## src/rtl/usbfs_rx_pkt_buf_if.sv

```systemverilog
// ---------------------------------------------------------------------------
// usbfs_rx_pkt_buf_if
// Bundles the decoder-facing receive strobes, the handshake result and the
// endpoint-facing valid/ready + random-access read port of the USB full-speed
// OUT/SETUP packet buffer.
//   master : driven by the receive decoder / OUT endpoint side (bench)
//   slave  : the packet buffer itself
// Receive side : i_start, i_pid1, i_byteValid, i_byte, i_end, i_abort,
//                i_toggleClr
// Result       : o_rsltValid, o_rslt (00 silent, 01 ACK, 10 NAK)
// Endpoint     : o_erValid, i_erReady, o_erRdNBytes, i_erRdEn, i_erRdIdx,
//                o_erRdByte
// ---------------------------------------------------------------------------
interface usbfs_rx_pkt_buf_if #(
    parameter int MAX_PKT = 8
);
    localparam int NB_W  = $clog2(MAX_PKT + 1);
    localparam int IDX_W = $clog2(MAX_PKT);

    logic             i_start;
    logic             i_pid1;
    logic             i_byteValid;
    logic [7:0]       i_byte;
    logic             i_end;
    logic             i_abort;
    logic             i_toggleClr;
    logic             o_rsltValid;
    logic [1:0]       o_rslt;
    logic             o_erValid;
    logic             i_erReady;
    logic [NB_W-1:0]  o_erRdNBytes;
    logic             i_erRdEn;
    logic [IDX_W-1:0] i_erRdIdx;
    logic [7:0]       o_erRdByte;

    modport master (
        output i_start, i_pid1, i_byteValid, i_byte, i_end, i_abort,
               i_toggleClr, i_erReady, i_erRdEn, i_erRdIdx,
        input  o_rsltValid, o_rslt, o_erValid, o_erRdNBytes, o_erRdByte
    );

    modport slave (
        input  i_start, i_pid1, i_byteValid, i_byte, i_end, i_abort,
               i_toggleClr, i_erReady, i_erRdEn, i_erRdIdx,
        output o_rsltValid, o_rslt, o_erValid, o_erRdNBytes, o_erRdByte
    );
endinterface

```

## src/rtl/usbfs_rx_pkt_buf.sv

```systemverilog
// ---------------------------------------------------------------------------
// usbfs_rx_pkt_buf
// Host-to-device packet buffer for USB full-speed DATA0/DATA1 payloads.
// Collects payload + CRC16 bytes, checks CRC residual, length and data
// toggle, reports the handshake to send (silent/ACK/NAK) and holds one good
// payload for the OUT endpoint (valid/ready plus registered read port).
// Ports:
//   i_clk   : clock
//   i_rst_n : asynchronous active-low reset
//   bus     : usbfs_rx_pkt_buf_if.slave (receive strobes, result, endpoint)
// ---------------------------------------------------------------------------
module usbfs_rx_pkt_buf #(
    parameter int MAX_PKT = 8
) (
    input  logic                i_clk,
    input  logic                i_rst_n,
    usbfs_rx_pkt_buf_if.slave   bus
);
    localparam int CNT_W  = $clog2(MAX_PKT + 3);
    localparam int MEM_N  = MAX_PKT + 2;
    localparam int MEM_AW = $clog2(MEM_N);
    localparam int NB_W   = $clog2(MAX_PKT + 1);

    localparam logic [CNT_W-1:0] CNT_MEM = CNT_W'(MEM_N);
    localparam logic [CNT_W-1:0] CNT_SAT = CNT_W'(MAX_PKT + 3);
    localparam logic [CNT_W-1:0] CNT_MIN = CNT_W'(2);
    localparam logic [15:0]      CRC_INIT     = 16'hFFFF;
    localparam logic [15:0]      CRC_RESIDUAL = 16'h800D;

    localparam logic [2:0] IDLE  = 3'd0;
    localparam logic [2:0] RECV  = 3'd1;
    localparam logic [2:0] DROP  = 3'd2;
    localparam logic [2:0] HOLD  = 3'd3;
    localparam logic [2:0] DRAIN = 3'd4;

    localparam logic [1:0] RSLT_SILENT = 2'b00;
    localparam logic [1:0] RSLT_ACK    = 2'b01;
    localparam logic [1:0] RSLT_NAK    = 2'b10;

    logic [2:0]       state;
    logic [2:0]       ret_state;   // HOLD/DRAIN to resume after a DROP
    logic [CNT_W-1:0] count;
    logic [15:0]      crc;
    logic             ovf;
    logic             pid;
    logic             toggle;      // expected data toggle
    logic [7:0]       mem [MEM_N];

    // Serial CRC16 over one byte, LSb first as it appears on the wire.
    function automatic logic [15:0] crc16_byte(input logic [15:0] c,
                                               input logic [7:0]  b);
        logic [15:0] r;
        logic        fb;
        r = c;
        for (int i = 0; i < 8; i++) begin
            fb = r[15] ^ b[i];
            r  = {r[14:0], 1'b0} ^ (fb ? 16'h8005 : 16'h0000);
        end
        return r;
    endfunction

    logic [2:0] ret_target;
    logic       pkt_bad;
    logic       handshake;
    logic       wr_en;

    // Where an aborted or failed packet goes: a dropped packet resumes the
    // held one, a received one just falls back to IDLE.
    assign ret_target = (state == DROP) ? ret_state : IDLE;
    assign pkt_bad    = (crc != CRC_RESIDUAL) || (count < CNT_MIN) || ovf;
    assign handshake  = bus.i_erReady && bus.o_erValid;
    // Only RECV writes storage, so a held packet survives a DROP intact.
    assign wr_en      = (state == RECV) && bus.i_byteValid && !bus.i_start &&
                        !bus.i_abort && (count < CNT_MEM);

    // NOTE: sequential state uses non-blocking assignments so every register
    // samples the pre-edge values regardless of statement order.
    always_ff @(posedge i_clk or negedge i_rst_n) begin
        if (!i_rst_n) begin
            state            <= IDLE;
            ret_state        <= IDLE;
            count            <= '0;
            crc              <= CRC_INIT;
            ovf              <= 1'b0;
            pid              <= 1'b0;
            toggle           <= 1'b0;
            bus.o_rsltValid  <= 1'b0;
            bus.o_rslt       <= RSLT_SILENT;
            bus.o_erValid    <= 1'b0;
            bus.o_erRdNBytes <= '0;
        end else begin
            bus.o_rsltValid <= 1'b0;
            bus.o_rslt      <= RSLT_SILENT;

            // A new PID restarts the byte/CRC tracking in every state.
            if (bus.i_start) begin
                count <= '0;
                crc   <= CRC_INIT;
                ovf   <= 1'b0;
                pid   <= bus.i_pid1;
            end

            case (state)
                IDLE: begin
                    if (bus.i_start) state <= RECV;
                end
                RECV, DROP: begin
                    if (bus.i_start) begin
                        state <= state;
                    end else if (bus.i_abort) begin
                        state         <= ret_target;
                        bus.o_erValid <= (ret_target == HOLD);
                    end else if (bus.i_byteValid) begin
                        crc <= crc16_byte(crc, bus.i_byte);
                        if (count != CNT_SAT) count <= count + CNT_W'(1);
                        if (count >= CNT_MEM) ovf <= 1'b1;
                    end else if (bus.i_end) begin
                        bus.o_rsltValid <= 1'b1;
                        if (pkt_bad) begin
                            bus.o_rslt    <= RSLT_SILENT;
                            state         <= ret_target;
                            bus.o_erValid <= (ret_target == HOLD);
                        end else if (state == DROP) begin
                            bus.o_rslt    <= RSLT_NAK;
                            state         <= ret_state;
                            bus.o_erValid <= (ret_state == HOLD);
                        end else if (pid != toggle) begin
                            // Host missed our ACK and resent: ACK, no commit.
                            bus.o_rslt <= RSLT_ACK;
                            state      <= IDLE;
                        end else begin
                            bus.o_rslt       <= RSLT_ACK;
                            toggle           <= ~toggle;
                            bus.o_erRdNBytes <= NB_W'(count - CNT_MIN);
                            state            <= HOLD;
                            bus.o_erValid    <= 1'b1;
                        end
                    end
                end
                HOLD: begin
                    if (bus.i_start) begin
                        // A coincident handshake already transferred
                        // ownership, so resume in DRAIN in that case.
                        state         <= DROP;
                        ret_state     <= handshake ? DRAIN : HOLD;
                        bus.o_erValid <= 1'b0;
                    end else if (handshake) begin
                        state         <= DRAIN;
                        bus.o_erValid <= 1'b0;
                    end
                end
                DRAIN: begin
                    if (bus.i_start) begin
                        state     <= DROP;
                        ret_state <= DRAIN;
                    end else if (!bus.i_erRdEn) begin
                        state <= IDLE;
                    end
                end
                default: state <= IDLE;
            endcase

            // Placed last so a clear beats the toggle flip of a commit.
            if (bus.i_toggleClr) toggle <= 1'b0;
        end
    end

    // NOTE: the payload storage has no reset; its contents are only
    // meaningful after a commit, and leaving it out keeps it a plain RAM.
    always_ff @(posedge i_clk) begin
        if (wr_en) mem[MEM_AW'(count)] <= bus.i_byte;
    end

    always_ff @(posedge i_clk or negedge i_rst_n) begin
        if (!i_rst_n) begin
            bus.o_erRdByte <= 8'h00;
        end else if (bus.i_erRdEn) begin
            bus.o_erRdByte <= mem[MEM_AW'(bus.i_erRdIdx)];
        end
    end
endmodule
```

## src/flat_wrapper.sv

```systemverilog
// flat-port wrapper written by rule: the top's interface ports become plain ports
module usbfs_rx_pkt_buf_flat 
#(
    parameter int MAX_PKT = 8
)
  (i_clk, i_rst_n, bus_i_start, bus_i_pid1, bus_i_byteValid, bus_i_byte, bus_i_end, bus_i_abort, bus_i_toggleClr, bus_i_erReady, bus_i_erRdEn, bus_i_erRdIdx, bus_o_rsltValid, bus_o_rslt, bus_o_erValid, bus_o_erRdNBytes, bus_o_erRdByte);
  usbfs_rx_pkt_buf_if #(.MAX_PKT(MAX_PKT)) bus_i ();
  input  logic i_clk;
  input  logic i_rst_n;
  input wire logic [$bits(bus_i.i_start)-1:0] bus_i_start;
  input wire logic [$bits(bus_i.i_pid1)-1:0] bus_i_pid1;
  input wire logic [$bits(bus_i.i_byteValid)-1:0] bus_i_byteValid;
  input wire logic [$bits(bus_i.i_byte)-1:0] bus_i_byte;
  input wire logic [$bits(bus_i.i_end)-1:0] bus_i_end;
  input wire logic [$bits(bus_i.i_abort)-1:0] bus_i_abort;
  input wire logic [$bits(bus_i.i_toggleClr)-1:0] bus_i_toggleClr;
  input wire logic [$bits(bus_i.i_erReady)-1:0] bus_i_erReady;
  input wire logic [$bits(bus_i.i_erRdEn)-1:0] bus_i_erRdEn;
  input wire logic [$bits(bus_i.i_erRdIdx)-1:0] bus_i_erRdIdx;
  output wire logic [$bits(bus_i.o_rsltValid)-1:0] bus_o_rsltValid;
  output wire logic [$bits(bus_i.o_rslt)-1:0] bus_o_rslt;
  output wire logic [$bits(bus_i.o_erValid)-1:0] bus_o_erValid;
  output wire logic [$bits(bus_i.o_erRdNBytes)-1:0] bus_o_erRdNBytes;
  output wire logic [$bits(bus_i.o_erRdByte)-1:0] bus_o_erRdByte;
  assign bus_i.i_start = bus_i_start;
  assign bus_i.i_pid1 = bus_i_pid1;
  assign bus_i.i_byteValid = bus_i_byteValid;
  assign bus_i.i_byte = bus_i_byte;
  assign bus_i.i_end = bus_i_end;
  assign bus_i.i_abort = bus_i_abort;
  assign bus_i.i_toggleClr = bus_i_toggleClr;
  assign bus_i.i_erReady = bus_i_erReady;
  assign bus_i.i_erRdEn = bus_i_erRdEn;
  assign bus_i.i_erRdIdx = bus_i_erRdIdx;
  assign bus_o_rsltValid = bus_i.o_rsltValid;
  assign bus_o_rslt = bus_i.o_rslt;
  assign bus_o_erValid = bus_i.o_erValid;
  assign bus_o_erRdNBytes = bus_i.o_erRdNBytes;
  assign bus_o_erRdByte = bus_i.o_erRdByte;
  usbfs_rx_pkt_buf #(.MAX_PKT(MAX_PKT)) u_core (.i_clk(i_clk), .i_rst_n(i_rst_n), .bus(bus_i));
endmodule
```

## config.mk

```make
export PLATFORM = sky130hd
export DESIGN_NAME = usbfs_rx_pkt_buf_flat
export DESIGN_NICKNAME = d
export VERILOG_FILES = /design/src/rtl/usbfs_rx_pkt_buf_if.sv /design/src/rtl/usbfs_rx_pkt_buf.sv /design/src/flat_wrapper.sv
export SDC_FILE = /design/constraint.sdc
export NUM_CORES = 1
export LEC_CHECK = 0
export BUFFER_PORTS_ARGS = -buffer_cell sky130_fd_sc_hd__buf_2
export CORE_MARGIN = 2
export CORE_UTILIZATION = 35
export CTS_BUF_LIST = sky130_fd_sc_hd__clkbuf_4 sky130_fd_sc_hd__clkbuf_8
export CTS_CLUSTER_SIZE = 12
export DETAILED_ROUTE_END_ITERATION = 7
export PLACE_DENSITY = 0.51
export SLEW_MARGIN = 20
export SYNTH_ARGS = -nofsm -noshare
export SYNTH_HDL_FRONTEND = slang
export SYNTH_SLANG_ARGS = --single-unit
```

## constraint.sdc

```tcl
create_clock -name i_clk -period 3.4 [get_ports i_clk]
set_clock_uncertainty 0.1 [all_clocks]
set_input_delay 0.68 -clock i_clk [delete_from_list [all_inputs] [get_ports i_clk]]
set_output_delay 0.68 -clock i_clk [all_outputs]
set_load 0.005 [all_outputs]
```

==> results.json, run 1 <==
{
  "final_max_slew_viol_count": 0,
  "cpPeakStageDelay_ns": 0.56,
  "crit_chain": "inv_2 > nor4_1 > nor4b_4 > nand3_2 > mux2_2",
  "min_path_type": "input pin to asynchronous set/reset pin",
  "clkTransAtPathRegs_ns": 0.11,
  "fmax_mhz": 419,
  "area_delta_synth_final_pct": 12.4,
  "initial_utilization_pct": 36.2,
  "slew_headroom_pct": 44.5,
  "tritoncts": "built",
  "layout-drive-gt1-share_pct": 27.6,
  "post_cts.repair.setup_buffers": 0,
  "min_period_ns": 2.39,
  "fp.dieArea_um2": 14800,
  "number_of_antenna_violations_at_the_first_check_in_global_routing": 0,
  "post_route_wl_um": 9910,
  "proportion_of_synthesized_flip_flops_having_asynchronous_set_or_reset_pct": 40.7,
  "firstDrtPassIters": 4,
  "share_comb_of_total_power_pct": 15.8,
  "hold-worst-slack_ns": 0.271,
  "synth_top_cell_area_share_pct": 39.8,
  "switching_share_pct": 27.6,
  "synth.distinct_cells": 47,
  "dieWidth_um": 121,
  "rsz0062_at_grt": "false",
  "pin_count": 37,
  "yosysWarnings": 0,
  "cts_buffers": 9,
  "synth_area_leaders": "edfxtp_1, dfrtp_1, dfstp_2",
  "cts.hold.buffers_added": 0,
  "total_global_routing_track_utilization_pct": 14.6,
  "post_dp_hpwl_um": 6700,
  "syn_nets": 375,
  "net-switching-power_w": 0.000766,
  "chipHeight_um": 121,
  "drt_iter0_drc": 247,
  "global_route_wire_length_before_repair_um": 15800,
  "dominant_cell_type_by_area_after_synthesis": "edfxtp_1",
  "timing.critical_path.slowest_stage_cell": "dfrtp_1",
  "final_min_period_over_clock_period_pct": 70.3,
  "place.gp.congestion": 0.810,
  "layout.nets": 413,
  "setup-violations-final": 0,
  "rows": 42,
  "cts-root-buf": "clkbuf_8",
  "irDropWorstVdd_mv": 0.202,
  "clock_power_share_pct": 29.4,
  "power-per-cell-area_nw_per_um2": 512,
  "wl_per_cell_um": 17.5,
  "maxCapViolCount": 0,
  "finalSetupTns_ns": 0,
  "number_of_global_route_vias_before_repair": 2777,
  "numClockSinks": 108,
  "synthCells": 348,
  "antenna_cells_inserted": 0,
  "yosys-top-cells-count": "edfxtp_1, nor2_1, dfrtp_1, nand2_1, xnor2_1",
  "core-area_um2": 13300,
  "clkLatencyLatePin_ns": 0.38,
  "worst_pin_slew_ns": 0.832,
  "final_cells": 567,
  "startpoint_type": "flop",
  "power.internal_w": 0.00201,
  "setup.worst_path.end_class": "flop",
  "final-hold-violation-count": 0,
  "vias_per_cell": 5.01,
  "synth_seq_area_share_pct": 63.0,
  "synthMostInstantiatedCell": "edfxtp_1",
  "run_status": "completed",
  "regToRegSetupSlack_ns": 1.01,
  "crit_arrival_ns": 2.56,
  "syn_avg_cell_area_um2": 13.9,
  "timing.setup.critical_path_class": "flop to flop",
  "synth_flop_cell": "edfxtp_1",
  "postSynthRegisterBits": 108,
  "seq_power_share_pct": 54.7,
  "detailroute.via_count": 2839,
  "post_cts_resize_count": 0,
  "buffer_ports.inserted": 36,
  "detail_route.drc_violations": 0,
  "total_standard_cell_area_after_synthesis_um2": 4830,
  "worst-path-max-fanout": 10,
  "synth_enable_flop_cells": 64,
  "drtAntennaViolNets": 0,
  "place.detailed.instances": 551,
  "cts.htree.levels": 3,
  "utilization_pct": 40.7,
  "critical_path_required_ns": 3.57,
  "grt-ovfl-total": 0,
  "grt_start_max_net_pins": 36,
  "cts_max_path_bufs": 2,
  "power.static_leakage_nw": 2.04
}
==> power groups by stage <==
stage | sequential, W | combinational, W | clock, W
floorplan | 0.00152 | 0.000346 | 0
global placement | 0.00155 | 0.000442 | 0
detailed placement | 0.00155 | 0.000441 | 0
CTS | 0.00152 | 0.000445 | 0.000846
global route | 0.00153 | 0.000492 | 0.000897
finish | 0.00152 | 0.000440 | 0.000817
==> sequential cells by signal (all words and copies together), names as in the netlist <==
signal                   count
u_core.bus.o_erValid         1
u_core.crc                  16
u_core.count                 4
u_core.ret_state             2
u_core.mem                  64
u_core.bus.o_erRdByte        8
u_core.bus.o_rslt            2
u_core.toggle                1
u_core.state                 3
u_core.bus.o_rsltValid       1
u_core.pid                   1
u_core.ovf                   1
u_core.bus.o_erRdNBytes      4
==> layout make-up <==
class / instances / area [µm²]
well taps: 176 / 220
repair buffers: 46 / 255
flip-flops and latches: 108 / 3040
fillers: 1247 / 7920
clock buffers: 9 / 124
inverters: 11 / 41.3
clock inverters: 7 / 80.1
multi-input cells: 210 / 1660
==> path summary, 6_finish.rpt <==
path / from / end / cells after the start
min: i_rst_n / u_core.bus.o_erRdByte[5]$_DFFE_PN0P_ / 1
min reg2reg: u_core.crc[6]$_DFF_PN1_ / u_core.crc[14]$_DFF_PN1_ / 2
max: u_core.state[0]$_DFFE_PN0P_ / u_core.bus.o_erRdNBytes[0]$_DFFE_PN0P_ / 5
max in group asynchronous: i_rst_n / u_core.crc[8]$_DFF_PN1_ / 2
min in group i_clk: bus_i_toggleClr / u_core.toggle$_DFFE_PN0P_ / 2
max reg2reg: u_core.state[0]$_DFFE_PN0P_ / u_core.bus.o_erRdNBytes[0]$_DFFE_PN0P_ / 5
==> critical path: cells and delay by family, from the launching register on <==
| family | cells | cell delay, ns |
|---|---|---|
| buffers and inverters | 1 | 0.13 |
| DFF | 1 | 0.56 |
| muxes | 1 | 0.32 |
| and+or+nand+nor | 3 | 1.17 |
==> stage by stage <==
stage | total power, W | instance area, µm² | worst slack [ns]
after floorplan | 0.00187 | 4830 | 0.943
after global placement | 0.00199 | 5220 | 0.846
after detailed placement | 0.00199 | 5220 | 0.794
after CTS | 0.00281 | 5430 | 1.03
after global routing | 0.00292 | 5430 | 0.797
final | 0.00278 | 5430 | 1.01
==> cell usage in the layout, fill, tap and decap left out, drive strengths merged, types with 8 or more instances in the layout <==
master | Yosys | routed
a211o | 8 | 8
a21oi | 16 | 16
buf | 9 | 46
clkbuf | 10 | 9
dfrtp | 28 | 28
dfstp | 16 | 16
edfxtp | 64 | 64
inv | 11 | 14
mux2i | 10 | 10
mux4 | 16 | 16
nand2 | 24 | 24
nor2 | 30 | 30
nor3 | 12 | 12
xnor2 | 19 | 19
==> kinds of logic (layout without fill, tap and decap cells) <==
group           count (synthesis)  in the layout  synth area share [%]
buf+inv                        30             73                  2.54
xor+xnor                       25             25                  4.85
fa+ha+maj                       6              6                  1.55
compound gates                 46             46                  6.30
flops                         108            108                  63.0
mux                            31             31                  10.7
simple gates                  102            102                  11.0
==> routing by layer <==
metal  GRT usage, %  vias to the layer above  routed length (µm)
met2           21.9                       50                4560
met1           20.5                     1413                4770
met5              0                        -                   0
li1               -                     1365                   -
met3           3.62                       11                 425
met4           5.17                        0                 153
Power figures use the tool's default switching activity.
==> run 2: changes to the inputs <==
--- a/config.mk
+++ b/config.mk
@@ -5,6 +5,7 @@
 export SDC_FILE = /design/constraint.sdc
 export NUM_CORES = 1
 export LEC_CHECK = 0
+export ABC_AREA = 1
 export BUFFER_PORTS_ARGS = -buffer_cell sky130_fd_sc_hd__buf_2
 export CORE_MARGIN = 2
 export CORE_UTILIZATION = 35
==> constraint.sdc (replaced) <==
create_clock -name i_clk -period 2.2 [get_ports i_clk]
set_clock_uncertainty 0.1 [all_clocks]
set_input_delay 0.44 -clock i_clk [delete_from_list [all_inputs] [get_ports i_clk]]
set_output_delay 0.44 -clock i_clk [all_outputs]
set_load 0.005 [all_outputs]
==> results.json, run 2 <==
{
  "run_status": "completed",
  "irDropWorstVdd_mv": 0.306,
  "synth_enable_flop_cells": 64,
  "power.internal_w": 0.00313,
  "total_global_routing_track_utilization_pct": 15.6,
  "min_path_type": "input pin to flop",
  "mostFrequentLayoutCell": "nand2_1",
  "final_min_period_over_clock_period_pct": 95.8,
  "core-area_um2": 13800,
  "global_route_wire_length_before_repair_um": 17600,
  "synth_top_cell_area_share_pct": 39.0,
  "number_of_antenna_violations_at_the_first_check_in_global_routing": 0,
  "layout-drive-gt1-share_pct": 23.8,
  "detailroute.via_count": 3392,
  "place.detailed.instances": 689,
  "rows": 43,
  "rsz0062_at_grt": "true",
  "power-per-cell-area_nw_per_um2": 786,
  "fmax_mhz": 475,
  "startpoint_type": "flop",
  "syn_nets": 489,
  "fp.dieArea_um2": 15000,
  "antenna_cells_inserted": 0,
  "timing.setup.critical_path_class": "flop to flop",
  "cts-root-buf": "clkbuf_8",
  "multiInputGateArea_um2": 1680,
  "clock_power_share_pct": 24.8,
  "clkTransAtPathRegs_ns": 0.09,
  "power.static_leakage_nw": 2.45,
  "yosys-top-cells-count": "nand2_1, edfxtp_1, inv_1, o21ai_0, a21oi_1",
  "share_comb_of_total_power_pct": 21.5,
  "vias_per_cell": 4.78,
  "registers.top_by_ff_count": "u_core.mem",
  "synth_flop_cell": "edfxtp_1",
  "wl_per_cell_um": 15.2,
  "synth_area_leaders": "edfxtp_1, dfrtp_1, dfstp_2",
  "proportion_of_synthesized_flip_flops_having_asynchronous_set_or_reset_pct": 40.7,
  "timing.critical_path.slowest_stage_cell": "dfstp_2",
  "postSynthRegisterBits": 108,
  "drtAntennaViolNets": 0,
  "min_period_ns": 2.11,
  "synth.distinct_cells": 37,
  "critical_path_required_ns": 2.42,
  "numClockSinks": 108,
  "area_delta_synth_final_pct": 16.8,
  "drt_iter0_drc": 224,
  "yosysWarnings": 0,
  "synth_seq_area_share_pct": 61.8,
  "cpPeakStageDelay_ns": 0.58,
  "setup-violations-final": 0,
  "tritoncts": "built",
  "crit_arrival_ns": 2.33,
  "final_max_slew_viol_count": 0,
  "post_dp_hpwl_um": 7860,
  "dominant_cell_type_by_area_after_synthesis": "edfxtp_1",
  "cp_top_family": "simple AND/OR/NAND/NOR gates",
  "hold-worst-slack_ns": 0.110,
  "buffer_ports.inserted": 36,
  "place.gp.congestion": 0.813,
  "synthCells": 462,
  "cts.htree.levels": 3,
  "post_route_wl_um": 10800,
  "final-hold-violation-count": 0,
  "pin_count": 37,
  "total_standard_cell_area_after_synthesis_um2": 4920,
  "slew_headroom_pct": 65.2,
  "nFillCells": 1328,
  "firstDrtPassIters": 5,
  "number_of_global_route_vias_before_repair": 3340,
  "worst_pin_slew_ns": 0.522,
  "layout.nets": 552,
  "layout.cells.most_common_list": "nand2_1, edfxtp_1, inv_1, buf_2, o21ai_0",
  "crit_buf_inv": 1,
  "cts_buffers": 9,
  "utilization_pct": 41.6,
  "cts_max_path_bufs": 2,
  "grt_start_max_net_pins": 49,
  "number_of_flip_flops_in_the_largest_register": 64,
  "clkLatencyLatePin_ns": 0.38,
  "initial_utilization_pct": 35.6,
  "seq_power_share_pct": 53.7,
  "net-switching-power_w": 0.00139,
  "detail_route.drc_violations": 0,
  "final_cells": 710,
  "switching_share_pct": 30.7,
  "sequential_cell_area_um2": 3040,
  "maxCapViolCount": 0,
  "chipHeight_um": 123,
  "layout_top_registers": "u_core.mem x64, u_core.crc x16, u_core.bus.o_erRdByte x8",
  "synthMostInstantiatedCell": "nand2_1",
  "syn_avg_cell_area_um2": 10.7,
  "grt-ovfl-total": 0,
  "crit_chain": "inv_2 > nand2_1 > nand2_2 > nand2_2 > nand2_2 > nand2_2 > nand2_1 > nand2_2 > nand2_1 > nand2_2 > nand3_1 > nand2_1 > nand2_2 > nand2_2 > nand2_2 > nand2_2 > nand2_1 > nand3_1 > nand2_1 > nand2_1",
  "setup.worst_path.end_class": "flop",
  "worst-path-max-fanout": 4,
  "dieWidth_um": 123,
  "worst_path_most_repeated_cell": "nand2_2"
}
-- run 2: changes by cell type in the layout (fill, tap and decap cells not counted), moves of 14 or more --
| cell | before | now |
|---|---|---|
| o21ai_0 | 6 | 30 |
| nand2_1 | 24 | 82 |
| buf_4 | 10 | 26 |
| xnor2_1 | 19 | 5 |
| nand3_1 | 3 | 20 |
| inv_1 | 10 | 43 |
| o211ai_1 | 0 | 19 |
| mux4_2 | 16 | 0 |
-- run 2: metrics by stage --
stage	setup TNS, ns	power (W)	area, µm²	worst slack [ns]
after floorplan	0	0.00307	4920	0.233
after global placement	0	0.00338	5480	0.0652
after detailed placement	0	0.00338	5480	0.0364
after CTS	0	0.00452	5670	0.0922
after global routing	-0.0872	0.00479	5750	-0.0862
final	0	0.00452	5750	0.0930
-- run 2: final timing paths --
path                       slack, ns                                 start  cells past startpoint                                    to
setup / recovery                0.09              u_core.crc[15]$_DFF_PN1_                     20              u_core.crc[15]$_DFF_PN1_
hold / removal                  0.11                       bus_i_toggleClr                      2             u_core.toggle$_DFFE_PN0P_
setup reg to reg                0.09              u_core.crc[15]$_DFF_PN1_                     20              u_core.crc[15]$_DFF_PN1_
hold reg to reg                 0.39  u_core.bus.o_erRdByte[1]$_DFFE_PN0P_                      2  u_core.bus.o_erRdByte[1]$_DFFE_PN0P_
max in group asynchronous       0.93                               i_rst_n                      3              u_core.crc[11]$_DFF_PN1_
min in group asynchronous       0.47                               i_rst_n                      2      u_core.bus.o_erValid$_DFFE_PN0P_
-- run 2: final cells by class --
class | count | area share [%]
Clock buffer | 11 | 2.42
Clock inverter | 5 | 0.696
Inverter | 52 | 3.39
Multi-Input combinational cell | 289 | 29.2
Sequential cell | 108 | 52.9
Tap cell | 180 | 3.92
Timing Repair Buffer | 65 | 7.40
-- run 2: logic make-up (layout without fill, tap and decap cells) --
logic type	count (synthesis)	in the layout	synth area share (%)
flip-flops	108	108	61.8
multiplexers	17	17	3.46
XOR/XNOR	15	15	3.20
buffers and inverters	65	133	4.98
adder cells (fa/ha/maj)	6	6	1.53
AND/OR/NAND/NOR	152	152	13.2
AO/OA/AOI/OAI	99	99	11.8
-- run 2: power by group through the flow --
stage / combinational (W) / clock [W] / sequential, W
6_report: 0.000972 / 0.00112 / 0.00243
5_1_grt: 0.00111 / 0.00123 / 0.00245
4_1_cts: 0.000917 / 0.00118 / 0.00243
3_5_place_dp: 0.000908 / 0 / 0.00247
3_3_place_gp: 0.000909 / 0 / 0.00247
2_1_floorplan: 0.000632 / 0 / 0.00244
-- run 2: layer usage --
metal	track usage, %	vias to the layer above	share of wire (%)
met5	0	-	0
met1	20.8	1633	48
li1	-	1712	-
met2	25.1	45	48
met3	4.14	2	3.5
met4	4.17	0	0.45
-- run 2: repair_timing --
item / CTS / global route
resized for setup: 0 / 11
buffers inserted: 0 / 4
endpoints found under the hold margin: 18 / 0
hold buffers: 1 / 0
endpoints found under the setup margin: 0 / 4
